--- config.mk ---
export PLATFORM = sky130hd
export DESIGN_NAME = hazard_unit
export DESIGN_NICKNAME = d
export VERILOG_FILES = /design/src/rtl/hazard_pkg.sv /design/src/rtl/hazard_perf_counters.sv /design/src/rtl/hazard_unit.sv
export SDC_FILE = /design/constraint.sdc
export NUM_CORES = 1
export LEC_CHECK = 0
export ABC_CLOCK_PERIOD_IN_PS = 1400
export CORE_UTILIZATION = 35
export CTS_CLUSTER_DIAMETER = 200
export DETAILED_ROUTE_END_ITERATION = 16
export MAX_ROUTING_LAYER = met4
export PLACE_DENSITY = 0.74
export SYNTH_ARGS = -nofsm -noshare
export SYNTH_HDL_FRONTEND = slang
export SYNTH_SLANG_ARGS = --single-unit
--- constraint.sdc ---
create_clock -name clk -period 1.4 [get_ports clk]
set_input_delay 0.21 -clock clk [delete_from_list [all_inputs] [get_ports clk]]
set_output_delay 0.21 -clock clk [all_outputs]
set_load 0.01 [all_outputs]
--- src/rtl/hazard_pkg.sv ---
// hazard_pkg: shared state encodings, branch codes and register constants for hazard_unit
package hazard_pkg;
  typedef enum logic [1:0] {RUN = 2'd0, STALL = 2'd1, MEMWAIT = 2'd2} state_t;
  localparam logic [1:0] BR_NONE = 2'b00;
  localparam logic [1:0] BR_BNE = 2'b01;
  localparam logic [1:0] BR_BEQ = 2'b11;
  localparam logic [4:0] REG_ZERO = 5'd0;
endpackage

--- src/rtl/hazard_perf_counters.sv ---
// hazard_perf_counters: three saturating event counters for the hazard unit
//   clk, rst_n                      clock, async active-low reset
//   stall_inc, flush_inc, freeze_inc one-cycle event strobes
//   stall_cycles, flush_count, freeze_cycles  counter values, hold at all-ones
module hazard_perf_counters #(
  parameter int CNT_W = 16
) (
  input  logic             clk,
  input  logic             rst_n,
  input  logic             stall_inc,
  input  logic             flush_inc,
  input  logic             freeze_inc,
  output logic [CNT_W-1:0] stall_cycles,
  output logic [CNT_W-1:0] flush_count,
  output logic [CNT_W-1:0] freeze_cycles
);
  always_ff @(posedge clk or negedge rst_n)
    if (!rst_n) begin
      stall_cycles  <= '0;
      flush_count   <= '0;
      freeze_cycles <= '0;
    end else begin
      stall_cycles  <= stall_cycles + CNT_W'(stall_inc & ~&stall_cycles);
      flush_count   <= flush_count + CNT_W'(flush_inc & ~&flush_count);
      freeze_cycles <= freeze_cycles + CNT_W'(freeze_inc & ~&freeze_cycles);
    end
endmodule

--- src/rtl/hazard_unit.sv ---
// hazard_unit: load-use stall, branch squash and memory-wait freeze sequencer
//   id_rs, id_rt, ex_memread, ex_rt   load-use detection inputs
//   ex_branch, ex_zero                branch resolution in EX
//   mem_req, mem_ready                data memory handshake
//   pc_write, if_id_write, controller_write, pc_src_branch,
//   if_id_flush, id_ex_flush, freeze  pipeline control outputs
//   stall_cycles, flush_count, freeze_cycles  only with HAZARD_PERF_CNT_EN
module hazard_unit
  import hazard_pkg::*;
#(
  parameter int LOAD_STALL_CYCLES = 1,
  parameter int CNT_W = 16
) (
  input  logic             clk,
  input  logic             rst_n,
  input  logic [4:0]       id_rs,
  input  logic [4:0]       id_rt,
  input  logic             ex_memread,
  input  logic [4:0]       ex_rt,
  input  logic [1:0]       ex_branch,
  input  logic             ex_zero,
  input  logic             mem_req,
  input  logic             mem_ready,
  output logic             pc_write,
  output logic             if_id_write,
  output logic             controller_write,
  output logic             pc_src_branch,
  output logic             if_id_flush,
  output logic             id_ex_flush,
  output logic             freeze
`ifdef HAZARD_PERF_CNT_EN
  ,
  output logic [CNT_W-1:0] stall_cycles,
  output logic [CNT_W-1:0] flush_count,
  output logic [CNT_W-1:0] freeze_cycles
`endif
);
  localparam logic [3:0] LOAD_CNT = 4'(LOAD_STALL_CYCLES - 1);
  state_t state, ret_state;
  logic [3:0] cnt;
  logic wait_m, taken, hazard, flush, bubble, hold;
  always_comb begin
    wait_m = mem_req & ~mem_ready;
    taken = (ex_branch == BR_BEQ & ex_zero) | (ex_branch == BR_BNE & ~ex_zero);
    hazard = ex_memread & (ex_rt != REG_ZERO) & (ex_rt == id_rs | ex_rt == id_rt);
    // rst_n gates every output so reset shows idle values immediately
    freeze = rst_n & wait_m;
    flush = rst_n & ~wait_m & (state == RUN) & taken;
    bubble = rst_n & ~wait_m & (((state == RUN) & ~taken & hazard) | (state == STALL));
    hold = bubble | freeze | (rst_n & (state == MEMWAIT));
    pc_write = ~hold;
    if_id_write = ~hold;
    controller_write = bubble;
    pc_src_branch = flush;
    if_id_flush = flush;
    id_ex_flush = flush;
  end
  always_ff @(posedge clk or negedge rst_n)
    if (!rst_n) begin
      state <= RUN;
      ret_state <= RUN;
      cnt <= '0;
    end else begin
      case (state)
        RUN:
          if (wait_m) begin
            ret_state <= RUN;
            state <= MEMWAIT;
          end else if (!taken && hazard) begin
            cnt <= LOAD_CNT;
            state <= (LOAD_CNT != 4'd0) ? STALL : RUN;
          end
        STALL:
          if (wait_m) begin
            ret_state <= STALL;
            state <= MEMWAIT;
          end else begin
            // the last bubble is issued while cnt==1, so leave as it reaches 0
            cnt <= cnt - 4'd1;
            state <= (cnt <= 4'd1) ? RUN : STALL;
          end
        MEMWAIT: if (mem_ready) state <= ret_state;
        default: state <= RUN;
      endcase
    end
`ifdef HAZARD_PERF_CNT_EN
  hazard_perf_counters #(.CNT_W(CNT_W)) u_perf (
    .clk(clk),
    .rst_n(rst_n),
    .stall_inc(controller_write),
    .flush_inc(flush),
    .freeze_inc(freeze),
    .stall_cycles(stall_cycles),
    .flush_count(flush_count),
    .freeze_cycles(freeze_cycles)
  );
`endif
endmodule

# Word-level counts from Yosys, hierarchy flattened
# Cells that the tools add are included.
[classes] addsub=1 n_lt_le_gt_ge=1 eq_ne=13 n_mux=13 n_bitwise=23 n_reduce_logical=8
[op_table] cell="$and A1 B1 Y1" n=13
[op_table] cell="$mux W2" n=6
[op_table] cell="$mux W4" n=3
[op_table] cell="$eq A5 B5 Y1" n=2
[op_table] cell="$ne A2 B2 Y1 const B" n=5
[op_table] cell="$pmux W4 S2" n=1
[op_table] cell="$pmux W2 S3" n=1
[op_table] cell="$not A1 Y1" n=5
[op_table] cell="$or A1 B1 Y1" n=5
[op_table] cell="$reduce_bool A5 Y1" n=1
[op_table] cell="$eq A2 B1 Y1 const B" n=2
[op_table] cell="$eq A2 B2 Y1 const B" n=2
[op_table] cell="$le A4 B1 Y1 const B" n=1
[op_table] cell="$pmux W2 S2" n=1
[op_table] cell="$reduce_and A4 Y1" n=1
[op_table] cell="$sub A4 B1 Y4 const B" n=1
[op_table] cell="$ne A3 B2 Y1 const B" n=1
[op_table] cell="$reduce_and A3 Y1" n=1
[op_table] cell="$logic_not A2 Y1" n=1
[op_table] cell="$ne A2 B1 Y1 const B" n=1
[op_table] cell="$reduce_and A2 Y1" n=1
[op_table] cell="$reduce_bool A2 Y1" n=1
[op_table] cell="$logic_and A1 B1 Y1" n=1
[op_table] cell="$logic_not A1 Y1" n=1
[op_table] cell="$mux W1" n=1
[word_totals] regBits=8 wordCells=62

# Logic depth before layout (Yosys ltp)
[depth] depth_word=11 ltp_mapped=6 depth_no_buf=5

# Worst setup path before layout
# OpenSTA, ideal clock, no wires.
[synth_path] path_type="input -> output" start="input port ex_rt[1]" end="output port pc_write" t_arrival_ns=1.536 t_required_ns=1.190 path_slack_ns=-0.346 cell_stages=5 path_cell_list="or4_1 o211ai_2 o211ai_1 a31oi_1 buf_4"
[synth_via] elab_chain_len=9
[synth_rtl] element="start: declaration" line="hazard_unit.sv:19" source="input logic [4:0] ex_rt,"
[synth_rtl] element="$eq A5 B5 Y1 / $reduce_bool A5 Y1 (equally long branches)" line="hazard_unit.sv:45" source="hazard = ex_memread & (ex_rt != REG_ZERO) & (ex_rt == id_rs | ex_rt == id_rt);"
[synth_rtl] element="$or A1 B1 Y1 / $and A1 B1 Y1 (equally long branches)" line="hazard_unit.sv:45"
[synth_rtl] element="$and A1 B1 Y1 *" line="hazard_unit.sv:45"
[synth_rtl] element="$and A1 B1 Y1 *" line="hazard_unit.sv:49" source="bubble = rst_n & ~wait_m & (((state == RUN) & ~taken & hazard) | (state == STALL));"
[synth_rtl] element="$or A1 B1 Y1 *" line="hazard_unit.sv:49"
[synth_rtl] element="$and A1 B1 Y1 *" line="hazard_unit.sv:49"
[synth_rtl] element="$or A1 B1 Y1 * (2 in a row)" line="hazard_unit.sv:50" source="hold = bubble | freeze | (rst_n & (state == MEMWAIT));"
[synth_rtl] element="$not A1 Y1 *"
[synth_rtl] element="end: declaration" line="hazard_unit.sv:24" source="output logic pc_write,"
# Every way passes the cells marked *; elsewhere a longest branch is shown, timed or not.

# Worst setup path after layout
[layout_path] start="input port ex_rt[2]" end="output port controller_write"
[layout_via] elab_chain_len=6
[layout_rtl] element="$eq A5 B5 Y1 / $reduce_bool A5 Y1 (equally long branches)" line="hazard_unit.sv:45"
[layout_rtl] element="$or A1 B1 Y1 / $and A1 B1 Y1 (equally long branches)" line="hazard_unit.sv:45"
[layout_rtl] element="$and A1 B1 Y1 *" line="hazard_unit.sv:45"
[layout_rtl] element="$and A1 B1 Y1 *" line="hazard_unit.sv:49"
[layout_rtl] element="$or A1 B1 Y1 *" line="hazard_unit.sv:49"
[layout_rtl] element="$and A1 B1 Y1 *" line="hazard_unit.sv:49"
[layout_rtl] element="end: declaration" line="hazard_unit.sv:26" source="output logic controller_write,"
# Marked as above.

==> results by group <==
Run status
  – Status: finished with violations
  – Violated checks: negative setup slack

Drt
  – M1 WL: 743 um
  – Pre-antenna DRT Iters: 5
  – Routed len/inst: approximately 12 um
  – DRT iter0 DRCs: 8
  – DR vias: 723
  – Met3 WL post-DR: approximately 120 um
  – ANT nets after route: 0
  – Metal2 WL: ~900 um
  – Highest routed layer: met4
  – Vias per cell: around 5.1
  – Total wire length: around 1800 um
  – DRC: 0

Critical path
  – Critical path's most frequent cell: buf_6
  – CP Launch Type: input pin
  – Critical path capture point type: output port
  – CP max FO: 2
  – Worst Path Required: between 1000 and 1500 ps
  – Crit path max-delay cell type: or4_4
  – Worst EP arrival: around 1500 ps
  – CP Cell Sequence: buf_6 -> or4_4 -> o211ai_2 -> buf_4 -> nor2_4 -> o21ba_4 -> buf_6
  – Slowest stage delay, CP: between 500 and 600 ps
  – Setup CP Type: input pin to output port

Yosys
  – Synth Net Count: 100
  – Simple-gate share of the synthesized area: 0.248
  – Register area share after synthesis: 0.294
  – Mapped Avg Cell Area: 7.94 um2
  – XOR/XNOR Fraction of Synth Area: 0.162
  – Post-Synthesis Cells: 75
  – Mux cell area share after synthesis: 0
  – Post-synthesis cell type count: 28
  – Largest family of logic cells by synthesized area: simple AND/OR/NAND/NOR gates
  – Syn Std Cell Area: 596 um2
  – Yosys warning total: 0
  – Post-synthesis compound-gate area fraction: 0.185
  – Number of synthesized register bits: 7
  – Synth Area in Adders: 0.0420

Layout
  – Fillers: 125
  – Fraction of layout cells with a size suffix above 1: 0.425
  – Syn-to-layout area delta: 88.9%
  – N_diodes: 0
  – Finished Layout Cells: approximately 140
  – Design area: approximately 0.0011 mm2
  – Fin nets: between 150 and 200

Die
  – Die W: about 43 um
  – Die ar.: 0.00187 mm2
  – Initial Util: 0.386
  – Die height: 43.3 um
  – Row Count: 14
  – I/O pin cnt: 30
  – Core ar.: roughly 0.0015 mm2

STA
  – Final Hold Fails: 0
  – Slew Limit Headroom: 0.730
  – Max Clk Rate: about 0.6 GHz
  – Fin crit share: 1.20
  – Pins Over Slew Limit: 0
  – PnR worst setup slack: -285 ps
  – Final min period: approximately 1700 ps
  – Slew @ Worst Pin: between 400 and 500 ps
  – Final Skew: about 6.0 ps
  – # setup viols final: 6
  – RSZ-0062 raised after global routing: true
  – Hold_ws: between 50 and 60 ps

CTS
  – Clk pin slew, worst setup/hold paths: 50 ps
  – CTS tree: built
  – Clk sinks: 7
  – Skew-Pair Late Insertion Delay: 250 ps
  – CTS Buf Count: 3
  – Hold buffers post-CTS: 0
  – Root Buffer: clkbuf_4
  – Clock Tree Buf Depth: 2
  – Htree depth: 1

Placed design
  – Pre-CTS setup slack: -1050 ps
  – Area after DPL: between 0.001 and 0.0015 mm2
  – Final HPWL DP: around 1400 um
  – Port-buffer cells: 29
  – Placed Cells incl. Taps: 136
  – Placer Congestion: ~0.9

Run
  – Max-cap violations: 0

GRT
  – Largest net degree at the start of global routing: 11
  – GRT Overall Usage: 0.217
  – Vias in the first global route: ~700
  – Initial antenna violation count: 0
  – First-pass GRT wire length: roughly 3000 um
  – Grt ovf: 0

Pwr
  – LEAKAGE: 0.543 nW
  – Power Density: about 600 mW/mm2
  – Peak VDD IR: between 0.5 and 0.6 mV

Hold path
  – Type of the most critical hold path: input pin to asynchronous set/reset pin
-- registers in the layout, summed over array words and instances (netlist names) --
signal and flops:
cnt 4, ret_state 1, state 2
-- power by group --
group	internal (mW)	switching, mW
logic	0.144	0.115
clock network	0.109	0.0742
registers	0.209	0.00628
total	0.461	0.195
-- layout by cell type, fill, tap and decap left out, drive strengths merged, types with 3 or more instances in the layout --
| master | count |
|---|---|
| xor2 | 10 |
| clkbuf | 5 |
| nand2 | 8 |
| dlygate4sd2 | 15 |
| nor3 | 7 |
| buf | 33 |
| o31ai | 3 |
| dfrtp | 7 |
| inv | 4 |
| a21oi | 4 |
| nor2 | 8 |
-- cell usage after synthesis --
cell type | n | area share
nor3_1 | 7 | 0.059
xor2_1 | 10 | 0.15
a21o_1 | 1 | 0.013
buf_4 | 3 | 0.038
o31ai_1 | 3 | 0.038
o22ai_1 | 1 | 0.011
ha_1 | 2 | 0.042
or4_1 | 1 | 0.013
nor2_1 | 7 | 0.044
a31oi_1 | 1 | 0.011
nand2_1 | 8 | 0.050
nor2b_1 | 1 | 0.011
o211ai_1 | 1 | 0.013
xnor2_1 | 1 | 0.015
nor4_1 | 1 | 0.011
and2_1 | 1 | 0.011
o21ai_0 | 2 | 0.017
inv_1 | 4 | 0.025
o211ai_2 | 1 | 0.021
nand2b_1 | 1 | 0.011
nand3_1 | 1 | 0.0084
clkbuf_1 | 1 | 0.0063
a21oi_1 | 4 | 0.034
nand4_1 | 2 | 0.021
dfrtp_1 | 7 | 0.29
o21ba_2 | 1 | 0.017
a22oi_1 | 1 | 0.013
nor2_2 | 1 | 0.011
-- worst max-delay path, delay by kind of cell --
family,cells,cell delay (ps)
buf+inv,3,350
compound gates,2,350
simple gates,2,560
-- final timing paths --
check                      cells past startpoint  slack, ps                startpoint                  endpoint
hold / removal                                 2         50                     rst_n      state[1]$_DFFE_PN0P_
max in group asynchronous                      2       1220                     rst_n        cnt[0]$_DFFE_PN0P_
hold reg to reg                                2        500  ret_state[0]$_DFFE_PN0P_  ret_state[0]$_DFFE_PN0P_
min in group clk                               3        440                 mem_ready      state[1]$_DFFE_PN0P_
setup / recovery                               7       -290                  ex_rt[2]          controller_write
setup reg to reg                               6        -20      state[1]$_DFFE_PN0P_        cnt[2]$_DFFE_PN0P_
-- through the flow --
step | power, mW | TNS [ps] | util
CTS | 0.653 | -1260 | 0.728
global route | 0.701 | -1310 | 0.730
finish | 0.656 | -740 | 0.730
global placement | 0.454 | -7470 | 0.682
detailed placement | 0.460 | -7750 | 0.682
floorplan | 0.307 | -270 | -
-- what timing repair did --
action | CTS | global route
pin swaps | 22 | 12
setup endpoints to repair | 11 | 10
setup buffers | 2 | 2
resized for setup | 75 | 8
-- logic make-up (layout without fill, tap and decap cells) --
kind of cell             count (synthesis)  in the layout
flip-flops                               7              7
AO/OA/AOI/OAI                           16             16
adder cells (fa/ha/maj)                  2              2
XOR/XNOR                                11             11
buffers and inverters                    8             60
AND/OR/NAND/NOR                         31             31
-- final cells by class --
class	instances	area [um2]	share of cell area
Multi-Input combinational cell	60	477	0.424
Timing Repair Buffer	52	412	0.366
Clock buffer	4	26.3	0.0234
Inverter	4	15.0	0.0133
Sequential cell	7	175	0.156
Tap cell	16	20.0	0.0178
-- per-layer routing --
layer,vias up,global-route usage
met3,2,0.0638
met4,0,0.0242
met1,326,0.276
li1,364,-
met5,-,-
met2,31,0.352
No activity file was read; power rests on OpenSTA's default activity.
